## config.mk

```make
export PLATFORM = sky130hd
export DESIGN_NAME = seven_seg_scan_ctrl
export DESIGN_NICKNAME = d
export VERILOG_FILES = /design/src/rtl/seven_seg_scan_ctrl.sv
export SDC_FILE = /design/constraint.sdc
export NUM_CORES = 1
export LEC_CHECK = 0
export CAP_MARGIN = 20
export CORE_MARGIN = 2
export CORE_UTILIZATION = 40
export DETAILED_ROUTE_END_ITERATION = 6
export SYNTH_ARGS = -nofsm -noshare
export SYNTH_HDL_FRONTEND = slang
export SYNTH_SLANG_ARGS = --single-unit
```

## constraint.sdc

```tcl
create_clock -name clk -period 3.8 [get_ports clk]
set_clock_uncertainty 0.15 [all_clocks]
set_input_delay 0.76 -clock clk [delete_from_list [all_inputs] [get_ports clk]]
set_output_delay 0.76 -clock clk [all_outputs]
set_load 0.02 [all_outputs]
```

## src/rtl/seven_seg_scan_ctrl.sv

```systemverilog
// Segment type and hex decoder shared by seven-segment display blocks,
// followed by the multiplexed scan controller that drives one shared
// segment bus across DIGIT_COUNT digits.

package seven_seg_pkg;
    // Bit order {g,f,e,d,c,b,a}; a 1 lights the segment.
    typedef logic [6:0] seven_seg_t;

    localparam seven_seg_t SEG_OFF = 7'h00;

    // Hex nibble to segment pattern (lower-case b and d keep them distinct from 8 and 0).
    function automatic seven_seg_t seven_seg(input logic [3:0] nib);
        seven_seg_t seg;
        case (nib)
            4'h0: seg = 7'h3F;
            4'h1: seg = 7'h06;
            4'h2: seg = 7'h5B;
            4'h3: seg = 7'h4F;
            4'h4: seg = 7'h66;
            4'h5: seg = 7'h6D;
            4'h6: seg = 7'h7D;
            4'h7: seg = 7'h07;
            4'h8: seg = 7'h7F;
            4'h9: seg = 7'h6F;
            4'hA: seg = 7'h77;
            4'hB: seg = 7'h7C;
            4'hC: seg = 7'h39;
            4'hD: seg = 7'h5E;
            4'hE: seg = 7'h79;
            default: seg = 7'h71;
        endcase
        return seg;
    endfunction
endpackage

// Scan controller: walks digits 0..DIGIT_COUNT-1, each preceded by an
// all-dark gap to avoid ghosting. New values wait in a one-entry buffer and
// become visible only when a frame starts at digit 0.
module seven_seg_scan_ctrl
    import seven_seg_pkg::*;
#(
    parameter int DIGIT_COUNT        = 2,
    parameter int DWELL_CYCLES       = 1000,
    parameter int BLANK_CYCLES       = 16,
    parameter int LEADING_ZERO_BLANK = 1
) (
    input  logic                     clk,
    input  logic                     rst_n,
    input  logic                     enable,
    input  logic [4*DIGIT_COUNT-1:0] din,
    input  logic                     din_valid,
    output logic                     din_ready,
    output seven_seg_t               dout,
    output logic [DIGIT_COUNT-1:0]   digit_sel_n,
    output logic                     frame_done
);

    localparam int VW      = 4 * DIGIT_COUNT;
    localparam int CNT_MAX = (DWELL_CYCLES > BLANK_CYCLES) ? DWELL_CYCLES : BLANK_CYCLES;
    localparam int CW      = $clog2(CNT_MAX + 1);
    localparam int IW      = (DIGIT_COUNT > 1) ? $clog2(DIGIT_COUNT) : 1;

    localparam logic [CW-1:0] DWELL_LAST = CW'(DWELL_CYCLES - 1);
    localparam logic [CW-1:0] BLANK_LAST = CW'((BLANK_CYCLES > 0) ? BLANK_CYCLES - 1 : 0);
    localparam logic [IW-1:0] IDX_LAST   = IW'(DIGIT_COUNT - 1);
    localparam logic [DIGIT_COUNT-1:0] SEL_ONE = DIGIT_COUNT'(1);

    typedef enum logic [1:0] {
        ST_IDLE  = 2'd0,
        ST_BLANK = 2'd1,
        ST_SHOW  = 2'd2
    } state_e;

    // With no gap configured every digit goes straight to SHOW.
    localparam state_e FIRST_ST = (BLANK_CYCLES == 0) ? ST_SHOW : ST_BLANK;

    state_e          state_q, state_d;
    logic [IW-1:0]   idx_q, idx_d;
    logic [CW-1:0]   cnt_q, cnt_d;
    logic [VW-1:0]   active_q, active_d;
    logic [VW-1:0]   pend_q, pend_d;
    logic            pend_full_q, pend_full_d;
    seven_seg_t      dout_q, dout_d;
    logic [DIGIT_COUNT-1:0] sel_n_q, sel_n_d;
    logic            frame_done_q, frame_done_d;

    logic            frame_start;
    logic            lit;
    logic            lz_blank;
    logic [3:0]      nib;

    assign din_ready   = !pend_full_q;
    assign dout        = dout_q;
    assign digit_sel_n = sel_n_q;
    assign frame_done  = frame_done_q;

    // Next state, counters and the pending/active value buffer.
    always_comb begin
        state_d     = state_q;
        idx_d       = idx_q;
        cnt_d       = cnt_q;
        active_d    = active_q;
        pend_d      = pend_q;
        pend_full_d = pend_full_q;
        frame_start = 1'b0;

        if (din_valid && !pend_full_q) begin
            pend_d      = din;
            pend_full_d = 1'b1;
        end

        if (!enable) begin
            state_d = ST_IDLE;
            idx_d   = '0;
            cnt_d   = '0;
        end else begin
            case (state_q)
                ST_IDLE: begin
                    state_d     = FIRST_ST;
                    idx_d       = '0;
                    cnt_d       = '0;
                    frame_start = 1'b1;
                end
                ST_BLANK: begin
                    if (cnt_q == BLANK_LAST) begin
                        state_d = ST_SHOW;
                        cnt_d   = '0;
                    end else begin
                        cnt_d = cnt_q + CW'(1);
                    end
                end
                ST_SHOW: begin
                    if (cnt_q == DWELL_LAST) begin
                        state_d = FIRST_ST;
                        cnt_d   = '0;
                        if (idx_q == IDX_LAST) begin
                            idx_d       = '0;
                            frame_start = 1'b1;
                        end else begin
                            idx_d = idx_q + IW'(1);
                        end
                    end else begin
                        cnt_d = cnt_q + CW'(1);
                    end
                end
                default: begin
                    state_d = ST_IDLE;
                    idx_d   = '0;
                    cnt_d   = '0;
                end
            endcase
        end

        // Pending is full here only when no capture happened this cycle.
        if (frame_start && pend_full_q) begin
            active_d    = pend_q;
            pend_full_d = 1'b0;
        end
    end

    // Display outputs derived from the next state so they register with it.
    always_comb begin
        lit          = (state_d == ST_SHOW);
        nib          = 4'(active_d >> (4 * idx_d));
        lz_blank     = (LEADING_ZERO_BLANK != 0) && (idx_d != '0) &&
                       ((active_d >> (4 * idx_d)) == '0);
        dout_d       = (lit && !lz_blank) ? seven_seg(nib) : SEG_OFF;
        sel_n_d      = lit ? ~(SEL_ONE << idx_d) : '1;
        frame_done_d = lit && (idx_d == IDX_LAST) && (cnt_d == DWELL_LAST);
    end

    // State and output registers; reset wins over every other input.
    always_ff @(posedge clk) begin
        if (!rst_n) begin
            state_q      <= ST_IDLE;
            idx_q        <= '0;
            cnt_q        <= '0;
            active_q     <= '0;
            pend_q       <= '0;
            pend_full_q  <= 1'b0;
            dout_q       <= SEG_OFF;
            sel_n_q      <= '1;
            frame_done_q <= 1'b0;
        end else begin
            state_q      <= state_d;
            idx_q        <= idx_d;
            cnt_q        <= cnt_d;
            active_q     <= active_d;
            pend_q       <= pend_d;
            pend_full_q  <= pend_full_d;
            dout_q       <= dout_d;
            sel_n_q      <= sel_n_d;
            frame_done_q <= frame_done_d;
        end
    end

endmodule
```

Word-level counts from Yosys, hierarchy flattened
Memory sizes are Yosys's and may differ from the RTL's. A register that Yosys moved wholly into a read port is not among the register bits.
Cells that the tools add are included.

storage, ports and cells
  ROM bits = 112
  register bits after elaboration = 33
  memories kept = 1
  logic and storage cells = 52
  output and inout bits = 11
  input bits = 12

memories
  name             depth  bits a word  read ports  clocked after Yosys merged registers in  write ports  RTL line  RTL
  (no name shown)  16     7            1           1                                        0            14        case (nib)

operators by class
  mux-type cells = 17
  $add $sub $neg = 2
  equality and inequality tests = 6
  reductions and logical operators = 14
  bitwise logic cells = 2
  shift operators = 2

operators by type and width
  operator               count
  $mux 10                3
  $eq 10x10->1 const B   2
  $pmux 10 s2            1
  $add 10x1->10 const B  1
  $eq 10x4->1 const B    1
  $logic_not 8->1        1
  $mux 8                 1
  $shr 8x3->8            1
  $logic_and 1x1->1      6
  $mux 1                 6
  $mux 2                 3
  $pmux 2 s3             1
  $eq 2x2->1 const B     2
  $pmux 1 s2             2
  $reduce_and 2->1       2
  $logic_not 1->1        3
  $eq 2x1->1 const B     1
  $logic_not 2->1        1
  $not 2->2              1
  $reduce_or 2->1        1
  $shl 1x1->2 const A    1
  $add 1x1->1 const B    1
  $not 1->1              1

Depth between registers and ports, before layout
  depth in word-level cells = 13
  mapped depth = 15

Worst setup path after synthesis
OpenSTA, ideal clock, no wires.

  path kind = register to register
  start point = reg cnt_q[0]
  end point = reg dout_q[2], in the netlist dout[2]
  required time = 3512 ps
  stages on the path, launching flop included = 15
  setup time = 138 ps
  buffers on the path = 0
  arrival time = 2989 ps
  setup slack = 523 ps
  clock period less this slack = 3277 ps
  cell sequence = dfxtp_1 > ha_1 > nand4b_1 > or3_1 > inv_1 > ha_1 > a21oi_1 > nor2_1 > mux2i_1 > mux2i_1 > inv_1 > ha_1 > nand2_1 > o31ai_2 > nor2_1

between the ends
  longest elaborated chain between the ends = 13

RTL lines
  item                        RTL line  RTL
  start, declared             79        logic [CW-1:0] cnt_q, cnt_d;
  start signal, assigned      187       cnt_q <= cnt_d;
  $eq 10x10->1                133       if (cnt_q == DWELL_LAST) begin
  $mux 1                      133
  $pmux 1 s2                  117       case (state_q)
  $mux 1                      112       if (!enable) begin
  $logic_and 1x1->1           155       if (frame_start && pend_full_q) begin
  $mux 8                      155
  $shr 8x3->8                 166       ((active_d >> (4 * idx_d)) == '0);
  $logic_not 8->1             166
  $logic_and 1x1->1           165       lz_blank = (LEADING_ZERO_BLANK != 0) && (idx_d != '0) &&
  $logic_not 1->1             167       dout_d = (lit && !lz_blank) ? seven_seg(nib) : SEG_OFF;
  $logic_and 1x1->1           167
  $reduce_and 2->1 (no line)  -
  $logic_not 1->1 (no line)   -
  end, declared               83        seven_seg_t dout_q, dout_d;

Several ways; a longest one is shown, not always the timed one.
A chain may end at the register's enable or synchronous reset.

Worst setup path after layout
  start point = reg cnt_q[5]
  end point = reg dout_q[4], in the netlist dout[4]

Same word-level chain as after synthesis.

==> out/summary.txt <==
status = completed
wire length per cell = 12.37 um
via count = 1560
GP Congestion = 0.7964
GRT Util Overall = 0.1535
CTS Buf Count = 5
mapped cell area = 1977 um2
Top FF cell, synth = dfxtp_1
Max Slew Vio Count = 0
die area = 5520 um2
Die Ht = 74.30 um
sequential-to-total area share from yosys stat = 0.4051
area delta synth->final = 20.82%
fin crit share = 0.8982
CTS root buf = clkbuf_8
DP HPWL = 2804 um
kind of critical path = reg2reg
Final Hold Fails = 0
first-pass GRT wire length = 6513 um
wirelength, routed = 3798 um
Nets = 264
Slew HR = 0.4128
CTS tree = built
Clock Power Share = 0.371
Die W = 74.30 um
IO Count = 23
Finished Core Util = 0.5024
Initial Utilization = 0.4158
vias in the first global route = 1387
Crit. End Element = flop
asr flop ratio synth = 0
Power Density = 331.3 nW/um2
initial antenna violation count = 0
antenna diode count = 0
total grt overflow = 0
number of synthesized register bits = 40
Yosys cell types = 46
dpl cell area = 2296 um2
Crit-path slowest cell = dfxtp_1
Final Cell Area = 2389 um2
Reg power frac = 0.547
Final Hold Slack = 322.8 ps
switching share of power = 0.2350
Top delay family on crit path = simple AND/OR/NAND/NOR gates
clk slew on worst S/H paths = 80 ps
Pint = 0.6053 mW
core footprint = 4755 um2
DR vias/cell = 5.081
Mapped Nets = 235
switching power = 0.1860 mW
cts-stage hold buffer count = 0
most common cell after layout, fill and taps aside = dfxtp_1
leakage = 0.9214 nW
Largest stage delay, worst path = 470 ps
TritonCTS Sinks = 40
setup TNS = 0 ps
1st-pass router iterations = 4
Max IR drop VDD = 0.1622 mV
Synth Instances = 210
setup bufs post-CTS = 0
Yosys warning count = 0
Final min period = 3413 ps
I/O Buffers = 22
H-Tree Depth = 2
Worst EP arrival = 3470 ps
1st-iter DRT viols = 91
crit-path max FO = 7
Comb power frac = 0.082
Max Root-Sink Buffers = 2
Clock Latency Late Sink = 300 ps
pin count of the biggest net entering global routing = 21
fmax = 293.0 MHz
layout cells sized above 1 = 0.09167
critical path, cell by cell = nand4_1 -> or3_1 -> inv_1 -> ha_1 -> a22o_1 -> nand2_1 -> mux2i_1 -> inv_1 -> ha_1 -> nand2_1 -> o31ai_2 -> buf_4 -> a221oi_2
Required @ worst endpoint = 3860 ps
Critical Path Start Type = flop
Worst-Margin Slew = 878.9 ps
DR DRC count = 0
max cap viols = 0
post-CTS resize count = 0
EDFF count, synth = 0
RSZ-0062 raised after global routing = no
Final setup viols = 0
synthesized area per cell = 9.414 um2
most frequent cells in the layout = dfxtp_1, nor2_1, clkdlybuf4s50_1, nand2_1, mux2i_1
Buf/Inv on CP = 3
num rows = 25
ANT nets after route = 0
Hold Crit Class = reg2reg
-- cells in the mapped netlist, types with 2 or more instances --
cell type,n,area share
a211oi_2,3,0.019
and2_1,5,0.016
dfxtp_1,40,0.41
or4_1,2,0.0076
a21oi_1,5,0.013
and3_1,4,0.013
ha_1,13,0.082
nand4_1,2,0.0063
mux2i_1,15,0.076
nor3_1,2,0.0051
o21ai_0,5,0.013
nand2_1,16,0.030
clkbuf_1,4,0.0076
nand3_1,5,0.013
o211ai_1,2,0.0076
inv_1,9,0.017
xor2_1,2,0.0089
o22ai_1,2,0.0063
a21boi_0,3,0.011
xnor2_1,6,0.027
o21a_1,3,0.011
nor2b_1,14,0.044
a32oi_1,2,0.0089
nor2_1,23,0.044
or3_1,2,0.0063
-- layout make-up --
cell class	instances	area (um2)
fill	482	2366
multi-input combinational	157	1127
sequential	40	800.8
timing repair buffer	26	250.2
tap	67	83.83
clock buffer	6	82.58
inverter	9	33.78
clock inverter	2	10.01
-- logic make-up after synthesis --
kind of cell	Yosys count	share of synthesized area
adders and majority gates	13	0.08228
AOI/OAI and AO/OA	36	0.1424
and+or+nand+nor	84	0.2285
DFF	40	0.4051
xor gates and xnor gates	8	0.03544
buffers and inverters	13	0.02468
muxes	16	0.08164
-- final timing paths --
check,depth (start not counted),slack (ps),endpoint,start
worst max-delay path,13,390,dout[4],cnt_q[5]
worst min-delay path,1,320,cnt_q[0],cnt_q[0]
worst max register to register,13,390,dout[4],cnt_q[5]
worst min register to register,1,320,cnt_q[0],cnt_q[0]
-- layer usage --
layer	track usage	part of all wire	vias to the layer above	wire [um]
li1	-	-	795	-
met1	0.2193	0.51	712	1919
met2	0.2262	0.43	45	1624
met3	0.02846	0.046	8	175
met4	0.06746	0.021	0	78
met5	0	0	-	0
-- stage by stage --
stage	power [mW]	std cells	setup slack (ps)
5_1_grt	0.8176	307	3.461
3_5_place_dp	0.5080	299	403.5
3_3_place_gp	0.5083	299	463.4
2_1_floorplan	0.4830	210	522.7
4_1_cts	0.8001	307	369.6
6_report	0.7912	307	387.0
-- registers in the layout (all words and copies together) (netlist names) --
register,count
active_q,8
cnt_q,10
digit_sel_n,2
dout,7
frame_done,1
idx_q,1
pend_full_q,1
pend_q,8
state_q,2
-- worst register-to-register path, stage by stage, from the launching register on --
cell      delay, ps
dfxtp_1         470
nand4_1         190
or3_1           430
inv_1            70
ha_1            210
a22o_1          250
nand2_1         180
mux2i_1         430
inv_1           180
ha_1            240
nand2_1         120
o31ai_2          70
buf_4           170
a221oi_2        160
-- power by group through the flow --
stage	Sequential [mW]	Combinational, mW	Clock, mW
after global routing	0.434	0.0728	0.311
after global placement	0.443	0.0656	0
after detailed placement	0.443	0.0653	0
final	0.433	0.0652	0.293
after CTS	0.433	0.0659	0.301
after floorplan	0.441	0.0424	0
No activity file was read; power rests on OpenSTA's default activity.
